==> src/rtl/window_buffer_pkg.sv <==
// ------------------------------------------------------------------
// window_buffer_pkg : shared types for the 3x3 window generator
// Rev 1.0
// ------------------------------------------------------------------
`default_nettype none

package window_buffer_pkg;

    localparam int PIX_W = 4;

    // Matches the edge detector's pixelData port: [row][col][bit]
    typedef logic [2:0][2:0][PIX_W-1:0] pixel_window_t;

    typedef enum logic [1:0] {
        IDLE   = 2'd0,
        FILL   = 2'd1,
        STREAM = 2'd2,
        DONE   = 2'd3
    } state_t;

endpackage

`default_nettype wire

==> src/rtl/window_buffer_line_buffer.sv <==
// ------------------------------------------------------------------
// line_buffer : DEPTH-entry delay line built on a circular RAM
// Rev 1.0
// ------------------------------------------------------------------
`default_nettype none

module line_buffer #(
    parameter int DEPTH = 320,
    parameter int WIDTH = 4
) (
    input  logic             clk,
    input  logic             nreset,
    input  logic             wr_en,
    input  logic [WIDTH-1:0] wr_data,
    output logic [WIDTH-1:0] rd_data
);
    import window_buffer_pkg::*;

    localparam int ADDR_W = $clog2(DEPTH);
    localparam logic [ADDR_W-1:0] ADDR_LAST = ADDR_W'(DEPTH - 1);

    logic [WIDTH-1:0]  mem [DEPTH];
    logic [ADDR_W-1:0] addr;

    // Read and write share one address, so the read returns the value
    // written exactly DEPTH accepted beats earlier.
    assign rd_data = mem[addr];

    always_ff @(posedge clk) begin
        if (!nreset) begin
            addr <= '0;
        end else if (wr_en) begin
            addr <= (addr == ADDR_LAST) ? '0 : addr + 1'b1;
        end
    end

    always_ff @(posedge clk) begin
        if (wr_en) begin
            mem[addr] <= wr_data;
        end
    end

endmodule

`default_nettype wire

==> src/rtl/window_buffer.sv <==
// ------------------------------------------------------------------
// window_buffer : streaming 3x3 window generator over raster pixels
// Rev 1.0
// ------------------------------------------------------------------
`default_nettype none

module window_buffer #(
    parameter int IMG_WIDTH  = 320,
    parameter int IMG_HEIGHT = 240,
    parameter int PIX_W      = window_buffer_pkg::PIX_W
) (
    input  logic                        clk,
    input  logic                        nreset,
    input  logic                        frameStart,
    input  logic [PIX_W-1:0]            pixelIn,
    input  logic                        pixelValid,
    output logic [2:0][2:0][PIX_W-1:0]  pixelWindow,
    output logic                        windowValid,
    output logic                        frameDone
);
    import window_buffer_pkg::*;

    localparam int COL_W = $clog2(IMG_WIDTH);
    localparam int ROW_W = $clog2(IMG_HEIGHT);
    localparam logic [COL_W-1:0] COL_LAST = COL_W'(IMG_WIDTH - 1);
    localparam logic [COL_W-1:0] COL_TWO  = COL_W'(2);
    localparam logic [ROW_W-1:0] ROW_LAST = ROW_W'(IMG_HEIGHT - 1);
    localparam logic [ROW_W-1:0] ROW_ONE  = ROW_W'(1);
    localparam logic [ROW_W-1:0] ROW_TWO  = ROW_W'(2);

    state_t state, state_next;
    logic [COL_W-1:0] col, col_next, cur_col;
    logic [ROW_W-1:0] row, row_next, cur_row;
    logic             accept;
    logic             win_valid_next;
    logic [PIX_W-1:0] lb1_q, lb2_q;
    logic [2:0][2:0][PIX_W-1:0] window;

    line_buffer #(.DEPTH(IMG_WIDTH), .WIDTH(PIX_W)) u_lb1 (
        .clk     (clk),
        .nreset  (nreset),
        .wr_en   (accept),
        .wr_data (pixelIn),
        .rd_data (lb1_q)
    );

    line_buffer #(.DEPTH(IMG_WIDTH), .WIDTH(PIX_W)) u_lb2 (
        .clk     (clk),
        .nreset  (nreset),
        .wr_en   (accept),
        .wr_data (lb1_q),
        .rd_data (lb2_q)
    );

    always_comb begin
        // frameStart rebases the counters so a same-cycle pixel lands at (0,0)
        cur_col        = frameStart ? '0 : col;
        cur_row        = frameStart ? '0 : row;
        accept         = pixelValid && (frameStart || state == FILL || state == STREAM);
        state_next     = state;
        col_next       = cur_col;
        row_next       = cur_row;
        win_valid_next = 1'b0;

        if (frameStart) begin
            state_next = FILL;
        end else if (state == DONE) begin
            state_next = IDLE;
        end

        if (accept) begin
            win_valid_next = (cur_row >= ROW_TWO) && (cur_col >= COL_TWO);
            if (cur_col == COL_LAST) begin
                col_next = '0;
                if (cur_row == ROW_LAST) begin
                    row_next   = '0;
                    state_next = DONE;
                end else begin
                    row_next = cur_row + 1'b1;
                    if (cur_row == ROW_ONE) begin
                        state_next = STREAM;
                    end
                end
            end else begin
                col_next = cur_col + 1'b1;
            end
        end
    end

    always_ff @(posedge clk) begin
        if (!nreset) begin
            state       <= IDLE;
            col         <= '0;
            row         <= '0;
            window      <= '0;
            windowValid <= 1'b0;
        end else begin
            state       <= state_next;
            col         <= col_next;
            row         <= row_next;
            windowValid <= win_valid_next;
            if (accept) begin
                window[0][0] <= window[0][1];
                window[0][1] <= window[0][2];
                window[0][2] <= lb2_q;
                window[1][0] <= window[1][1];
                window[1][1] <= window[1][2];
                window[1][2] <= lb1_q;
                window[2][0] <= window[2][1];
                window[2][1] <= window[2][2];
                window[2][2] <= pixelIn;
            end
        end
    end

    assign pixelWindow = window;
    assign frameDone   = (state == DONE);

endmodule

`default_nettype wire
==> config.mk <==
export PLATFORM = sky130hd
export DESIGN_NAME = window_buffer
export DESIGN_NICKNAME = d
export VERILOG_FILES = /design/src/rtl/window_buffer_pkg.sv /design/src/rtl/window_buffer_line_buffer.sv /design/src/rtl/window_buffer.sv
export SDC_FILE = /design/constraint.sdc
export NUM_CORES = 2
export LEC_CHECK = 0
export CORE_ASPECT_RATIO = 1.2
export CORE_MARGIN = 5
export CORE_UTILIZATION = 41
export CTS_CLUSTER_DIAMETER = 80
export DETAILED_ROUTE_END_ITERATION = 10
export GPL_TIMING_DRIVEN = 0
export MAX_ROUTING_LAYER = met4
export PLACE_DENSITY = 0.67
export SETUP_SLACK_MARGIN = 0.4
export SLEW_MARGIN = 20
export SYNTH_ARGS = -nofsm -noshare
export SYNTH_HDL_FRONTEND = slang
export SYNTH_SLANG_ARGS = --single-unit
==> constraint.sdc <==
create_clock -name clk -period 14.1 [get_ports clk]
set_clock_uncertainty 0.2 [all_clocks]
set_input_delay 4.23 -clock clk [delete_from_list [all_inputs] [get_ports clk]]
set_output_delay 4.23 -clock clk [all_outputs]
set_load 0.01 [all_outputs]
==> implementation parameters <==
Parameter                              Value

Outcome
  Status    finished clean

Hold path
  Hold path startpoint    pixelWindow[13]$_SDFFE_PN0P_
  Hold path cells    2
  Worst min-delay path category    flip-flop to flip-flop
  Hold Path Sink    pixelWindow[13]$_SDFFE_PN0P_

Routing
  DRC violations left    0
  Total via count after detailed routing    approximately 59000
  Routed wire per std cell    approximately 36 um
  Vias per Instance    between 6 and 7
  First-pass DRT Iterations    8
  Number of antenna-violating nets in the routed design    0
  Final wirelength    342000 um
  Detailed Route Iter0 Violations    about 11000

Pwr
  Switching power of the nets    between 3 and 4 mW
  Cell area power density    around 140 mW/mm^2
  Combinational share of power    0.055
  Net switching fraction of the power    0.219
  Leakage power total    35.5 nW
  Cell-internal power    13.1 mW
  Worst IR Drop VDD    0.146 mV
  Part of the total power dissipated in sequential elements    0.521
  Power share of the clock group    0.423

Clock network
  Clock root buffer    sky130_fd_sc_hd__clkbuf_16
  Htree depth    5
  Gates resized, CTS repair    0
  Number of buffers between clock root and the deepest sink    4
  Number of buffers created by CTS    280
  Number of hold buffers added after cts    0
  Later-pin clock latency in the skew report    around 950 ps
  CTS Sinks    between 2000 and 3000
  Count of buffers added by post-CTS timing repair for setup    0
  Clock slew at the register clock pins of the worst setup and hold paths    approximately 60 ps
  Clock tree from TritonCTS    done

Floorplan
  Width of the die    about 470 um
  Initial Util    0.411
  Core Box Area    roughly 0.25 mm^2
  Std cell rows    203
  Total die area    between 0.2 and 0.3 mm^2
  Count of boundary I/O pins    46
  Floorplan die height    ~560 um

Yosys
  Library cell with the highest instance count after synthesis    sky130_fd_sc_hd__edfxtp_1
  Most frequent cells after synthesis    sky130_fd_sc_hd__edfxtp_1, sky130_fd_sc_hd__nor2_1, sky130_fd_sc_hd__mux4_2, sky130_fd_sc_hd__nand2_1, sky130_fd_sc_hd__mux2i_1
  Post-synth ARST share    0
  Xor/xnor cell area share of the yosys netlist    0.00201
  Cell area after technology mapping    about 0.10 mm^2
  Commonest register cell after synthesis    sky130_fd_sc_hd__edfxtp_1
  Cell count after synthesis    approximately 5500
  Total of flip-flops plus latches after synthesis    between 2000 and 3000
  Synth area leaders    sky130_fd_sc_hd__edfxtp_1, sky130_fd_sc_hd__mux4_2, sky130_fd_sc_hd__nor2_1, sky130_fd_sc_hd__mux2i_1, sky130_fd_sc_hd__dfxtp_1
  Fraction of the mapped netlist area in adder cells    0.00120
  Synthesized netlist net count    roughly 5500
  Count of yosys warnings during synthesis    0
  Number of enable-type register cells in the synthesized netlist    2560
  Multiplexer share of the synthesized area    0.145
  Most area-hungry cell type in the Yosys netlist    sky130_fd_sc_hd__edfxtp_1
  Proportion of netlist area held by the largest area contributor    0.736
  Number of unique standard cell types used by synthesis    between 70 and 80
  Dominant combinational cell family by area after synthesis    multiplexers
  Complex-gate fraction of the synthesized area    0.0319
  Sequential share of the synthesized area    0.752
  Area share of and/or/nand/nor cells after synthesis    0.0479
  Syn_area_per_cell    about 19 um^2

Cells and area
  Layout Cell Area excl Fill    about 0.12 mm^2
  Post-layout net count    approximately 5900
  Layout cell share with drive strength beyond 1    0.209
  Area growth from synthesis to layout    13.6%
  Final Core Density    0.467

Worst setup path
  Worst Setup Start Kind    primary input
  Slowest cell on the critical path    sky130_fd_sc_hd__clkbuf_1
  Crit end category    flip-flop
  Data arrival, critical path    7550 ps
  Worst flop-to-flop path endpoint    u_lb2.mem[215][2]$_DFFE_PP_
  R2r setup slk    just under 8000 ps
  Series of cell instances along the critical path    clkdlybuf4s50_1, o21a_1, clkbuf_1, buf_1, nand3_1, clkbuf_2, nor2_1
  Top cell family by delay on the critical path    buffers and inverters
  Maximum fanout along the worst path    11
  Logic depth of the worst setup path including buffers    7
  Required time at the worst-slack endpoint    between 10000 and 15000 ps
  Maximum single-stage delay on the critical path    600 ps
  Number of cells on the worst reg-to-reg path    13
  Buf/Inv on CP    4
  Type of the setup path with the least slack    primary input to flip-flop

Placement
  Pre-CTS setup slack    between 6000 and 7000 ps
  GP Congestion    a little under 1
  Port Buffers    45
  Placed instance area    between 0.1 and 0.15 mm^2
  HPWL after detailed placement    ~220000 um

STA
  Clock period minus final worst setup slack    around 7200 ps
  Setup repair after global routing missed its margin    no
  Worst-margin pin slew    roughly 1300 ps
  Post-route worst hold slack    approximately 260 ps
  Total count of max-transition violations in the final report    0
  Final WS setup    just under 7000 ps
  Worst-case headroom to the max-slew limit    0.117
  Setup TNS after final layout    0 ps
  Final Hold Vio Count    0
  Final setup violation count    0
  Peak clock frequency supported by timing    139 MHz
  Final critical-path share of the clock period    0.509

Job
  Maximum capacitance violations    0

GRT
  Total global routing track utilization    0.259
  Maximum number of pins on one net before global-route repair    between 100 and 150
  Number of global-route vias before repair    approximately 58000
  First-pass GRT wire length    between 400000 and 500000 um
  Total global routing overflow    0
  Antenna violations before repair    15
[tightest hold or removal path: cells and delay by family (launching register included)]
family	cells	cell delay (ps)
AO/OA/AOI/OAI	1	50
flip-flops	1	310
AND/OR/NAND/NOR	1	50
[per-stage QoR]
step,total power [mW],std cells
2_1_floorplan,9.39,5501
3_3_place_gp,9.90,8928
3_5_place_dp,9.79,8957
4_1_cts,16.7,9438
5_1_grt,17.1,9452
6_report,16.7,9459
[power by group through the flow]
stage | Sequential [mW] | Clock [mW] | Combinational, mW
3_3_place_gp | 9.06 | 0 | 0.836
3_5_place_dp | 8.89 | 0 | 0.906
6_report | 8.72 | 7.08 | 0.923
4_1_cts | 8.72 | 7.09 | 0.907
5_1_grt | 8.71 | 7.42 | 0.939
2_1_floorplan | 8.95 | 0 | 0.446
[layer usage]
metal  GRT usage  share of wire
met1       0.300           0.33
met3      0.0635           0.11
met5           -              0
met2       0.405           0.47
met4       0.172          0.083
[flip-flops by register name, summed over array words and instances (netlist names), named ones only]
name / count
u_lb1.mem: 1280
state: 2
col: 9
row: 8
u_lb1.addr: 9
u_lb2.addr: 9
u_lb2.mem: 1280
pixelWindow: 36
windowValid: 1
[final cells by class]
cell class | instances | area, um^2
Buffer | 367 | 2150
Sequential cell | 2643 | 78500
Antenna cell | 20 | 50.0
Inverter | 11 | 41.3
Multi-Input combinational cell | 2480 | 23900
Clock inverter | 120 | 1040
Tap cell | 3382 | 4230
Clock buffer | 361 | 7530
Timing Repair Buffer | 75 | 1170
Fill cell | 20955 | 136000
[logic make-up (layout without fill, tap and decap cells)]
family | count (synthesis) | count (layout)
and+or+nand+nor | 1179 | 1179
buffers and inverters | 378 | 934
AOI/OAI and AO/OA | 481 | 481
DFF | 2643 | 2643
adders and majority gates | 10 | 10
xor gates and xnor gates | 24 | 24
muxes | 786 | 786
other | 0 | 20
[cells in the final DEF, fill, tap and decap left out, types with 17 or more instances in the layout]
master	synthesis	layout
sky130_fd_sc_hd__clkbuf_1	181	182
sky130_fd_sc_hd__a22oi_1	128	128
sky130_fd_sc_hd__clkinv_2	0	46
sky130_fd_sc_hd__nand2b_1	29	29
sky130_fd_sc_hd__o22ai_1	30	30
sky130_fd_sc_hd__nor2_1	726	724
sky130_fd_sc_hd__dfxtp_1	83	83
sky130_fd_sc_hd__a221oi_1	31	31
sky130_fd_sc_hd__nand2_1	198	194
sky130_fd_sc_hd__buf_12	9	19
sky130_fd_sc_hd__buf_6	22	25
sky130_fd_sc_hd__buf_2	87	89
sky130_fd_sc_hd__edfxtp_1	2560	2560
sky130_fd_sc_hd__buf_16	0	17
sky130_fd_sc_hd__a31oi_1	25	25
sky130_fd_sc_hd__mux4_2	578	578
sky130_fd_sc_hd__clkdlybuf4s50_1	0	41
sky130_fd_sc_hd__mux2i_1	194	194
sky130_fd_sc_hd__nand4_1	17	17
sky130_fd_sc_hd__nor2b_1	46	46
sky130_fd_sc_hd__a22o_1	30	30
sky130_fd_sc_hd__clkbuf_16	0	284
sky130_fd_sc_hd__clkbuf_2	1	64
sky130_fd_sc_hd__clkinv_1	1	38
sky130_fd_sc_hd__diode_2	0	20
sky130_fd_sc_hd__a211oi_1	20	20
sky130_fd_sc_hd__o21ai_0	49	49
sky130_fd_sc_hd__buf_4	48	48
sky130_fd_sc_hd__a21oi_1	95	95
sky130_fd_sc_hd__nor3_1	30	28
sky130_fd_sc_hd__nand3_1	66	66
[how the worst max path moves through the flow]
stage / from / endpoint
floorplan: flip-flop / u_lb2.mem[0][0]$_DFFE_PP_
global placement: pixelIn[3] / u_lb1.mem[298][3]$_DFFE_PP_
detailed placement: pixelValid / u_lb2.mem[64][2]$_DFFE_PP_
CTS: pixelValid / u_lb2.mem[64][3]$_DFFE_PP_
global route: pixelValid / u_lb2.mem[282][3]$_DFFE_PP_
finish: pixelValid / u_lb2.mem[240][2]$_DFFE_PP_
(Power assumes the default switching activity.)
